[config.mk]
export PLATFORM = sky130hd
export DESIGN_NAME = uart_bus_bridge_flat
export DESIGN_NICKNAME = d
export VERILOG_FILES = /design/src/rtl/uart_bus_bridge_if.sv /design/src/rtl/uart_bus_bridge.sv /design/src/flat_wrapper.sv
export SDC_FILE = /design/constraint.sdc
export NUM_CORES = 1
export LEC_CHECK = 0
export ABC_AREA = 1
export CAP_MARGIN = 10
export CORE_MARGIN = 5
export CORE_UTILIZATION = 52
export CTS_CLUSTER_DIAMETER = 100
export DETAILED_ROUTE_END_ITERATION = 7
export PLACE_DENSITY_LB_ADDON = 0.12
export SLEW_MARGIN = 10
export SYNTH_ARGS = -nofsm -noshare
export SYNTH_HDL_FRONTEND = slang
export SYNTH_SLANG_ARGS = --single-unit
[constraint.sdc]
create_clock -name clk -period 1.9 [get_ports clk]
set_clock_uncertainty 0.15 [all_clocks]
set_input_delay 0.285 -clock clk [delete_from_list [all_inputs] [get_ports clk]]
set_output_delay 0.285 -clock clk [all_outputs]
set_load 0.02 [all_outputs]
[src/rtl/uart_bus_bridge_if.sv]
// Peripheral bus between the UART bridge (master) and the register-mapped peripherals (slave).
// Read data is combinational from the slave while cs && oe.
interface uart_bus_bridge_if;
   logic        bus_req;
   logic        bus_gnt;
   logic        cs;
   logic        oe;
   logic [3:0]  wstrb;
   logic [5:0]  addr;
   logic [31:0] data_out;
   logic [31:0] data_in;

   modport master (
      output bus_req, cs, oe, wstrb, addr, data_out,
      input  bus_gnt, data_in
   );

   modport slave (
      input  bus_req, cs, oe, wstrb, addr, data_out,
      output bus_gnt, data_in
   );
endinterface

[src/rtl/uart_bus_bridge.sv]
// UART (8N1) command bridge: 'R' addr -> 4-byte read reply, 'W' addr strb d0..d3 -> ACK,
// anything else -> NAK. One bus access per command, gated by bus_req/bus_gnt.
module uart_bus_bridge #(
   parameter logic [15:0] BRR     = 16'd433,
   parameter logic [19:0] TIMEOUT = 20'hFFFFF
) (
   input  logic clk,
   input  logic rst,
   input  logic rxd,
   output logic txd,
   uart_bus_bridge_if.master bus
);

   localparam logic [31:0] HALF32  = (32'(BRR) + 32'd1) >> 1;
   localparam logic [15:0] HALF_M1 = (HALF32 == 32'd0) ? 16'd0 : 16'(HALF32 - 32'd1);

   typedef enum logic [1:0] {RX_HUNT, RX_START, RX_DATA, RX_STOP} rx_state_t;
   typedef enum logic [2:0] {IDLE, GET_ADDR, GET_STRB, GET_DATA, REQ, ACCESS, RESP, WAIT_TX} state_t;

   logic        rxd_s1, rxd_s2, rxd_prev;
   rx_state_t   rx_state;
   logic [15:0] rx_cnt;
   logic [2:0]  rx_bit;
   logic [7:0]  rx_shift;
   logic        rx_valid;
   logic [7:0]  rx_byte;

   logic        tx_load;
   logic [7:0]  tx_data;
   logic        tx_active;
   logic [8:0]  tx_shift;
   logic [3:0]  tx_bit;
   logic [15:0] tx_cnt;
   logic        tx_done;

   state_t      state;
   logic        is_read;
   logic [5:0]  addr_r;
   logic [3:0]  strb_r;
   logic [31:0] wdata;
   logic [1:0]  byte_cnt;
   logic [19:0] idle_cnt;
   logic [31:0] resp_word;

   // Receiver: a false start or a zero stop bit simply drops back to hunting.
   always_ff @(posedge clk) begin
      if (rst) begin
         rxd_s1   <= 1'b1;
         rxd_s2   <= 1'b1;
         rxd_prev <= 1'b1;
         rx_state <= RX_HUNT;
         rx_cnt   <= '0;
         rx_bit   <= '0;
         rx_shift <= '0;
         rx_valid <= 1'b0;
         rx_byte  <= '0;
      end else begin
         rxd_s1   <= rxd;
         rxd_s2   <= rxd_s1;
         rxd_prev <= rxd_s2;
         rx_valid <= 1'b0;
         case (rx_state)
            RX_HUNT: begin
               if (rxd_prev && !rxd_s2) begin
                  rx_state <= RX_START;
                  rx_cnt   <= '0;
               end
            end
            RX_START: begin
               if (rx_cnt == HALF_M1) begin
                  rx_cnt   <= '0;
                  rx_bit   <= '0;
                  rx_state <= rxd_s2 ? RX_HUNT : RX_DATA;
               end else begin
                  rx_cnt <= rx_cnt + 16'd1;
               end
            end
            RX_DATA: begin
               if (rx_cnt == BRR) begin
                  rx_cnt   <= '0;
                  rx_shift <= {rxd_s2, rx_shift[7:1]};
                  rx_bit   <= rx_bit + 3'd1;
                  if (rx_bit == 3'd7) rx_state <= RX_STOP;
               end else begin
                  rx_cnt <= rx_cnt + 16'd1;
               end
            end
            RX_STOP: begin
               if (rx_cnt == BRR) begin
                  rx_cnt   <= '0;
                  rx_state <= RX_HUNT;
                  if (rxd_s2) begin
                     rx_valid <= 1'b1;
                     rx_byte  <= rx_shift;
                  end
               end else begin
                  rx_cnt <= rx_cnt + 16'd1;
               end
            end
            default: rx_state <= RX_HUNT;
         endcase
      end
   end

   // Transmitter: tx_done pulses the cycle after the stop bit has been fully sent.
   always_ff @(posedge clk) begin
      if (rst) begin
         txd       <= 1'b1;
         tx_active <= 1'b0;
         tx_shift  <= '1;
         tx_bit    <= '0;
         tx_cnt    <= '0;
         tx_done   <= 1'b0;
      end else begin
         tx_done <= 1'b0;
         if (!tx_active) begin
            if (tx_load) begin
               txd       <= 1'b0;
               tx_shift  <= {1'b1, tx_data};
               tx_bit    <= '0;
               tx_cnt    <= '0;
               tx_active <= 1'b1;
            end
         end else if (tx_cnt == BRR) begin
            tx_cnt <= '0;
            if (tx_bit == 4'd9) begin
               tx_active <= 1'b0;
               tx_done   <= 1'b1;
               txd       <= 1'b1;
            end else begin
               txd      <= tx_shift[0];
               tx_shift <= {1'b1, tx_shift[8:1]};
               tx_bit   <= tx_bit + 4'd1;
            end
         end else begin
            tx_cnt <= tx_cnt + 16'd1;
         end
      end
   end

   // Command FSM; every bus output is a register so cs/oe/wstrb are clean one-cycle strobes.
   always_ff @(posedge clk) begin
      if (rst) begin
         state        <= IDLE;
         is_read      <= 1'b0;
         addr_r       <= '0;
         strb_r       <= '0;
         wdata        <= '0;
         byte_cnt     <= '0;
         idle_cnt     <= '0;
         resp_word    <= '0;
         tx_load      <= 1'b0;
         tx_data      <= '0;
         bus.bus_req  <= 1'b0;
         bus.cs       <= 1'b0;
         bus.oe       <= 1'b0;
         bus.wstrb    <= '0;
         bus.addr     <= '0;
         bus.data_out <= '0;
      end else begin
         tx_load <= 1'b0;
         if (state != GET_ADDR && state != GET_STRB && state != GET_DATA) idle_cnt <= '0;
         case (state)
            IDLE: begin
               if (rx_valid) begin
                  if (rx_byte == 8'h52 || rx_byte == 8'h57) begin
                     is_read <= (rx_byte == 8'h52);
                     state   <= GET_ADDR;
                  end else if (!tx_active && !tx_load) begin
                     tx_load <= 1'b1;
                     tx_data <= 8'h15;
                  end
               end
            end
            GET_ADDR, GET_STRB, GET_DATA: begin
               if (rx_valid) begin
                  idle_cnt <= '0;
                  if (state == GET_ADDR) begin
                     addr_r <= rx_byte[5:0];
                     if (is_read) begin
                        state       <= REQ;
                        bus.bus_req <= 1'b1;
                     end else begin
                        state <= GET_STRB;
                     end
                  end else if (state == GET_STRB) begin
                     strb_r   <= rx_byte[3:0];
                     byte_cnt <= '0;
                     state    <= GET_DATA;
                  end else begin
                     wdata    <= {rx_byte, wdata[31:8]};
                     byte_cnt <= byte_cnt + 2'd1;
                     if (byte_cnt == 2'd3) begin
                        state       <= REQ;
                        bus.bus_req <= 1'b1;
                     end
                  end
               end else if (idle_cnt == TIMEOUT) begin
                  state <= IDLE;
               end else begin
                  idle_cnt <= idle_cnt + 20'd1;
               end
            end
            REQ: begin
               if (bus.bus_gnt) begin
                  state    <= ACCESS;
                  bus.cs   <= 1'b1;
                  bus.addr <= addr_r;
                  if (is_read) begin
                     bus.oe <= 1'b1;
                  end else begin
                     bus.wstrb    <= strb_r;
                     bus.data_out <= wdata;
                  end
               end
            end
            ACCESS: begin
               bus.cs      <= 1'b0;
               bus.oe      <= 1'b0;
               bus.wstrb   <= '0;
               bus.bus_req <= 1'b0;
               if (is_read) begin
                  resp_word <= bus.data_in;
                  byte_cnt  <= 2'd3;
               end else begin
                  resp_word <= 32'h0000_0006;
                  byte_cnt  <= 2'd0;
               end
               state <= RESP;
            end
            RESP: begin
               if (!tx_active && !tx_load) begin
                  tx_load   <= 1'b1;
                  tx_data   <= resp_word[7:0];
                  resp_word <= resp_word >> 8;
                  state     <= WAIT_TX;
               end
            end
            WAIT_TX: begin
               if (tx_done) begin
                  if (byte_cnt == 2'd0) begin
                     state <= IDLE;
                  end else begin
                     byte_cnt <= byte_cnt - 2'd1;
                     state    <= RESP;
                  end
               end
            end
            default: state <= IDLE;
         endcase
      end
   end

endmodule

[src/flat_wrapper.sv]
// flat-port wrapper written by rule: the top's interface ports become plain ports
module uart_bus_bridge_flat 
#(
   parameter logic [15:0] BRR     = 16'd433,
   parameter logic [19:0] TIMEOUT = 20'hFFFFF
)
  (clk, rst, rxd, txd, bus_bus_req, bus_cs, bus_oe, bus_wstrb, bus_addr, bus_data_out, bus_bus_gnt, bus_data_in);
  uart_bus_bridge_if bus_i ();
  input  logic clk;
  input  logic rst;
  input  logic rxd;
  output logic txd;
  output wire logic [$bits(bus_i.bus_req)-1:0] bus_bus_req;
  output wire logic [$bits(bus_i.cs)-1:0] bus_cs;
  output wire logic [$bits(bus_i.oe)-1:0] bus_oe;
  output wire logic [$bits(bus_i.wstrb)-1:0] bus_wstrb;
  output wire logic [$bits(bus_i.addr)-1:0] bus_addr;
  output wire logic [$bits(bus_i.data_out)-1:0] bus_data_out;
  input wire logic [$bits(bus_i.bus_gnt)-1:0] bus_bus_gnt;
  input wire logic [$bits(bus_i.data_in)-1:0] bus_data_in;
  assign bus_bus_req = bus_i.bus_req;
  assign bus_cs = bus_i.cs;
  assign bus_oe = bus_i.oe;
  assign bus_wstrb = bus_i.wstrb;
  assign bus_addr = bus_i.addr;
  assign bus_data_out = bus_i.data_out;
  assign bus_i.bus_gnt = bus_bus_gnt;
  assign bus_i.data_in = bus_data_in;
  uart_bus_bridge #(.BRR(BRR), .TIMEOUT(TIMEOUT)) u_core (.clk(clk), .rst(rst), .rxd(rxd), .txd(txd), .bus(bus_i));
endmodule
== Word level (Yosys, flattened, before mapping) ==
Index checks and enable logic that the tools add are counted.
Storage, ports and cells
  bits of input ports: 36
  logic and storage cells: 217
  bits in writable memories: 0
  memories: 0
  bits in read-only memories: 0
  register bits: 227
  latch bits: 0
Operators by class
  add/subtract/negate cells: 7
  div/mod/pow operators: 0
  multipliers: 0
  bitwise gates (word level): 7
  magnitude comparators: 0
  mux-type cells: 84
  shifts and indexed selects: 0
  equal/unequal tests: 46
  reductions and logical operators: 42
Operator list (count)
  $mux 16: 6
  $mux 20: 4
  $mux 32: 2
  $pmux 32 s2: 1
  $pmux 16 s3: 1
  $mux 3: 14
  $mux 9: 4
  $add 16x1->16 const B: 2
  $eq 16x9->1 const B: 2
  $mux 8: 4
  $mux 2: 12
  $mux 4: 6
  $ne 2x1->1 const B: 12
  $reduce_and 3->1: 8
  $add 20x1->20 const B: 1
  $eq 20x20->1 const B: 1
  $mux 1: 20
  $reduce_and 5->1: 4
  $pmux 3 s6: 1
  $eq 16x8->1 const B: 1
  $eq 8x7->1 const B: 2
  $pmux 8 s2: 1
  $eq 3x3->1 const B: 5
  $ne 2x2->1 const B: 7
  other kinds (30): 65

== Depth between registers and ports, before layout ==
  depth in word-level cells: 7
  depth in mapped cells: 13
  mapped depth without buffers: 13

== Worst setup path before layout ==
OpenSTA, ideal clock, no wires.
  path type: register to register
  from: reg u_core.idle_cnt[0]
  to: reg u_core.idle_cnt[0]
  setup slack: 0.134 ns
  cell stages (with the launch flop): 10
  arrival time: 1.496 ns
  cells stage by stage: dfxtp_1 > ha_1 > nand3_2 > nor3_4 > nand2_4 > nor2_8 > nand2_4 > buf_6 > o21ai_0 > a21oi_1
Between the ends
  longest elaborated chain between the ends: 4
Ends and longest elaborated chain
  start, declared: line uart_bus_bridge.sv:42  | logic [19:0] idle_cnt;
  start signal, assigned: line uart_bus_bridge.sv:201  | idle_cnt <= idle_cnt + 20'd1;
  $add 20x1->20 (tied with other cells): line uart_bus_bridge.sv:201
  $mux 20: line uart_bus_bridge.sv:198  | end else if (idle_cnt == TIMEOUT) begin
  $mux 20: line uart_bus_bridge.sv:176  | if (rx_valid) begin
  $mux 20 *: line uart_bus_bridge.sv:163  | case (state)
Mark *: on every way between the ends. The rest lies on a longest branch, timed or not.
A chain may end at the register's enable or synchronous reset.

== Final worst setup path ==
  from: reg u_core.idle_cnt[0]
  to: reg u_core.state[0]
Between the ends
  longest elaborated chain between the ends: 3
Ends and longest elaborated chain
  $eq 20x20->1: line uart_bus_bridge.sv:198
  $ne 3x1->1 (no line)
  $reduce_and 7->1 (no line)
  end signal, assigned: line uart_bus_bridge.sv:194  | state <= REQ;
  end signal, assigned: line uart_bus_bridge.sv:199  | state <= IDLE;
  end signal, assigned: line uart_bus_bridge.sv:206  | state <= ACCESS;
  end, declared: line uart_bus_bridge.sv:36  | state_t state;
Every way passes these cells.

==> metrics.yaml <==
crit_fanout: 7
cp_num_buf_inv: 0
worstHoldStart: "rst"
synthArstFlopShare_pct: 0
synth-xor-area-share_pct: 1.25
cts-root-buf: "clkbuf_16"
maxCapViolCount: 0
clkSinkCount: 226
synth_top_family_by_area: "compound AO/OA/AOI/OAI gates"
min_period_over_period_pct: 93.3
seqCellArea_um2: 4540
arrival_ns: 2.05
hold_buffers: 0
synth-simple-area-share_pct: 20.9
rrSetupSlack_ns: 0.13
vias_per_cell: 5.29
grt_pass1_wl_um: 38700
drt_iter0_drc: 490
synth_edf_count: 0
grt_start_max_net_pins: 85
cts-htree-levels: 1
cts_max_path_buffers: 3
clock_latency_ns: 0.53
hp-class: "in -> reg"
synth_fp_nets: 1323
max_freq_ghz: 0.564
first_global_vias: 8117
first_pass_iters: 5
crit_family: "simple AND/OR/NAND/NOR gates"
num_io_pins: 82
hpwl_um: 15200
grt_overflow: 0
synth_compound_area_share_pct: 21.6
multi_input_area_um2: 4500
finalWirelength_um: 22800
start_util_pct: 52.5
cts_tree: "done"
critPathMaxStageDelay_ns: 0.37
start_kind: "flop"
clkTransAtPathRegs_ns: 0.06
synth_largest_area_cell: "dfxtp_1"
rsz0062_at_grt: "yes"
total_power_w: 0.0103
layout.nets: 1416
crit_type: "reg -> reg"
ys.flop_type: "dfxtp_1"
portBuffers: 81
drive_gt1_share_pct: 12.6
setup_viol: 0
ys_ff_latch: 226
fin_crit_ns: 1.77
fillers: 1638
holdPathStages: 3
worst_r2r_path_depth: 10
gr-usage-all-layers_pct: 20.7
vias: 8576
min_to: "u_core.rxd_prev$_SDFF_PP1_"
slew_violations: 0
rr_startpoint: "u_core.idle_cnt[0]$_SDFF_PP0_"
yosysWarnings: 0
netlist.area_leader.share_pct: 46.3
synthMuxAreaShare_pct: 0
max_slew_margin_pct: 67.7
die_area_um2: 21700
area_delta_synth_final_pct: 22.2
irDropWorstVdd_mv: 0.667
ant_nets: 0
syn_area_um2: 9780
drc_errors: 0
die_x_um: 147
crit_required_ns: 2.18
ys_types: 48
synth_area_leaders: "dfxtp_1 (46%), a21oi_1 (9.9%), o21ai_0 (7.6%)"
status: "completed"
core_um2: 18600
cts_buffers: 24
p_leak_nw: 4.79
critPathSlowestCell: "dfxtp_4"
syn_avg_cell_area_um2: 7.67
antenna_found_initial: 0
worst_setup_path_end_kind: "flop"
synthAdderAreaFrac_pct: 1.54
setup_ws_ns: 0.128
crit_path_frequent_cell: "nand2_4"
fp-row-count: 50
num_antenna_cells: 0
regToRegEndpoint: "u_core.state[0]$_SDFFE_PP0P_"
gp_congestion: 0.858
preCtsSetupSlack_ns: -0.0218
final_core_util_pct: 64.1
synthCells: 1275
hold_viol_final: 0
yosysSeqAreaShare_pct: 46.3
tightestPinTransition_ns: 0.480
wire_per_inst_um: 14.1
die_h_um: 147
cp_cell_sequence: "ha_4, nand3_2, nor3_4, nand2_4, nor2_8, nand2_4, nand2_2, nand3_1, nand2_1, nor2_1"
powerDensity_nw_per_um2: 866
==> kinds of logic (layout without fill, tap and decap cells) <==
family          count (synthesis)  count (layout)
simple gates                  432             432
fa+ha+maj                      12              12
xor+xnor                       14              14
flops                         226             226
compound gates                400             400
buf+inv                       191             302
==> worst min-delay path, delay by kind of cell <==
family	cells	cell delay (ns)
buffers and inverters	2	0.32
and+or+nand+nor	1	0.07
==> where the power goes <==
group	internal, W	total (W)	switching (W)	leakage (nW)
Clock	0.00328	0.00524	0.00197	0.441
Sequential	0.00475	0.00476	0.0000125	1.83
Combinational	0.000144	0.000342	0.000198	2.52
==> metrics by stage <==
stage / cell area [µm²] / hold slack, ns / TNS (ns) / instances
2_1_floorplan: 9780 / 0.239 / 0 / 1275
3_3_place_gp: 11000 / 0.253 / 0 / 1575
3_5_place_dp: 11000 / 0.253 / -0.0351 / 1575
4_1_cts: 11900 / 0.0332 / 0 / 1619
5_1_grt: 12000 / 0.0596 / -0.0280 / 1620
6_report: 12000 / 0.0416 / 0 / 1620
==> Yosys cell counts (2+ instances only) <==
library cell,count
o21ai_1,12
xnor2_1,6
nor4_1,2
a211oi_1,2
xor2_1,8
nand3_1,65
clkbuf_1,31
o211ai_1,4
nor3_1,12
nor2_1,98
o21bai_1,2
a22oi_1,22
inv_1,118
nand2_4,4
nand2_1,197
buf_2,19
o22ai_1,2
or2_2,4
buf_4,3
buf_6,9
nand2_2,5
nor2_2,4
dfxtp_1,226
o31ai_1,3
nand3b_1,7
nor3_2,5
nand3_2,3
nor2_4,5
o21ai_0,149
inv_2,7
nor2_8,4
a21oi_1,193
a31oi_1,6
nand4_1,11
ha_1,12
inv_4,3
==> timing repair <==
item | 4_1_cts | 5_1_grt
setup buffers | 0 | 1
gates cloned | 0 | 0
endpoints found under the setup margin | 45 | 70
pin swaps | 0 | 8
gates resized for setup | 45 | 40
==> metal layers <==
| metal | track usage [%] | vias to the layer above | wire, µm |
|---|---|---|---|
| met5 | 0 | - | 0 |
| met4 | 4.61 | 0 | 400 |
| met2 | 34.1 | 155 | 10600 |
| li1 | - | 4455 | - |
| met1 | 28.6 | 3924 | 10600 |
| met3 | 3.95 | 42 | 1190 |
==> worst max path at each step <==
stage                                       start  slack (ns)                              endpoint  cells after the start
floorplan           u_core.idle_cnt[0]$_SDFF_PP0_        0.13         u_core.idle_cnt[0]$_SDFF_PP0_                      9
global placement                      bus_bus_gnt        0.04  u_core.bus.data_out[17]$_SDFFE_PP0P_                      7
detailed placement                    bus_bus_gnt       -0.02   u_core.bus.data_out[5]$_SDFFE_PP0P_                      7
CTS                       u_core.txd$_SDFFE_PP1P_       0.008                                   txd                      1
global route        u_core.tx_cnt[1]$_SDFFE_PP0N_       -0.02        u_core.tx_cnt[10]$_SDFFE_PP0N_                      9
finish              u_core.idle_cnt[0]$_SDFF_PP0_        0.13          u_core.state[0]$_SDFFE_PP0P_                     10
==> placed cells by master, fill, tap and decap left out, types with 5 or more instances in the layout <==
cell type / netlist / routed
a21oi_1: 193 / 192
a22oi_1: 22 / 22
a31oi_1: 6 / 6
buf_12: 0 / 8
buf_4: 3 / 40
bufinv_16: 0 / 6
clkbuf_16: 0 / 24
clkdlybuf4s50_1: 0 / 34
clkinv_2: 1 / 7
dfxtp_1: 226 / 214
dfxtp_2: 0 / 10
dlygate4sd2_1: 0 / 45
ha_1: 12 / 10
inv_1: 118 / 113
inv_2: 7 / 10
nand2_1: 197 / 194
nand2_2: 5 / 7
nand2_4: 4 / 5
nand3_1: 65 / 64
nand3b_1: 7 / 7
nand4_1: 11 / 11
nor2_1: 98 / 93
nor2_2: 4 / 8
nor2_4: 5 / 6
nor3_1: 12 / 9
nor3_2: 5 / 7
o21ai_0: 149 / 147
o21ai_1: 12 / 14
xnor2_1: 6 / 6
xor2_1: 8 / 8
==> cell type report <==
class	count	share of cell area, %
flip-flops and latches	226	38.0
repair buffers	129	10.1
inverters	129	4.16
well taps	234	2.45
clock buffers	30	5.46
multi-input cells	858	37.7
clock inverters	14	2.10
==> flip-flops by register name, indices dropped and copies added, names as in the netlist, 2 cells and up, named ones only <==
| register | flops |
|---|---|
| u_core.addr_r | 6 |
| u_core.bus.addr | 6 |
| u_core.bus.data_out | 32 |
| u_core.bus.wstrb | 4 |
| u_core.byte_cnt | 2 |
| u_core.idle_cnt | 20 |
| u_core.resp_word | 32 |
| u_core.rx_bit | 3 |
| u_core.rx_byte | 8 |
| u_core.rx_cnt | 16 |
| u_core.rx_shift | 8 |
| u_core.state | 3 |
| u_core.strb_r | 4 |
| u_core.tx_bit | 4 |
| u_core.tx_cnt | 16 |
| u_core.tx_data | 8 |
| u_core.tx_shift | 8 |
| u_core.wdata | 32 |
No activity file was read; power rests on OpenSTA's default activity.
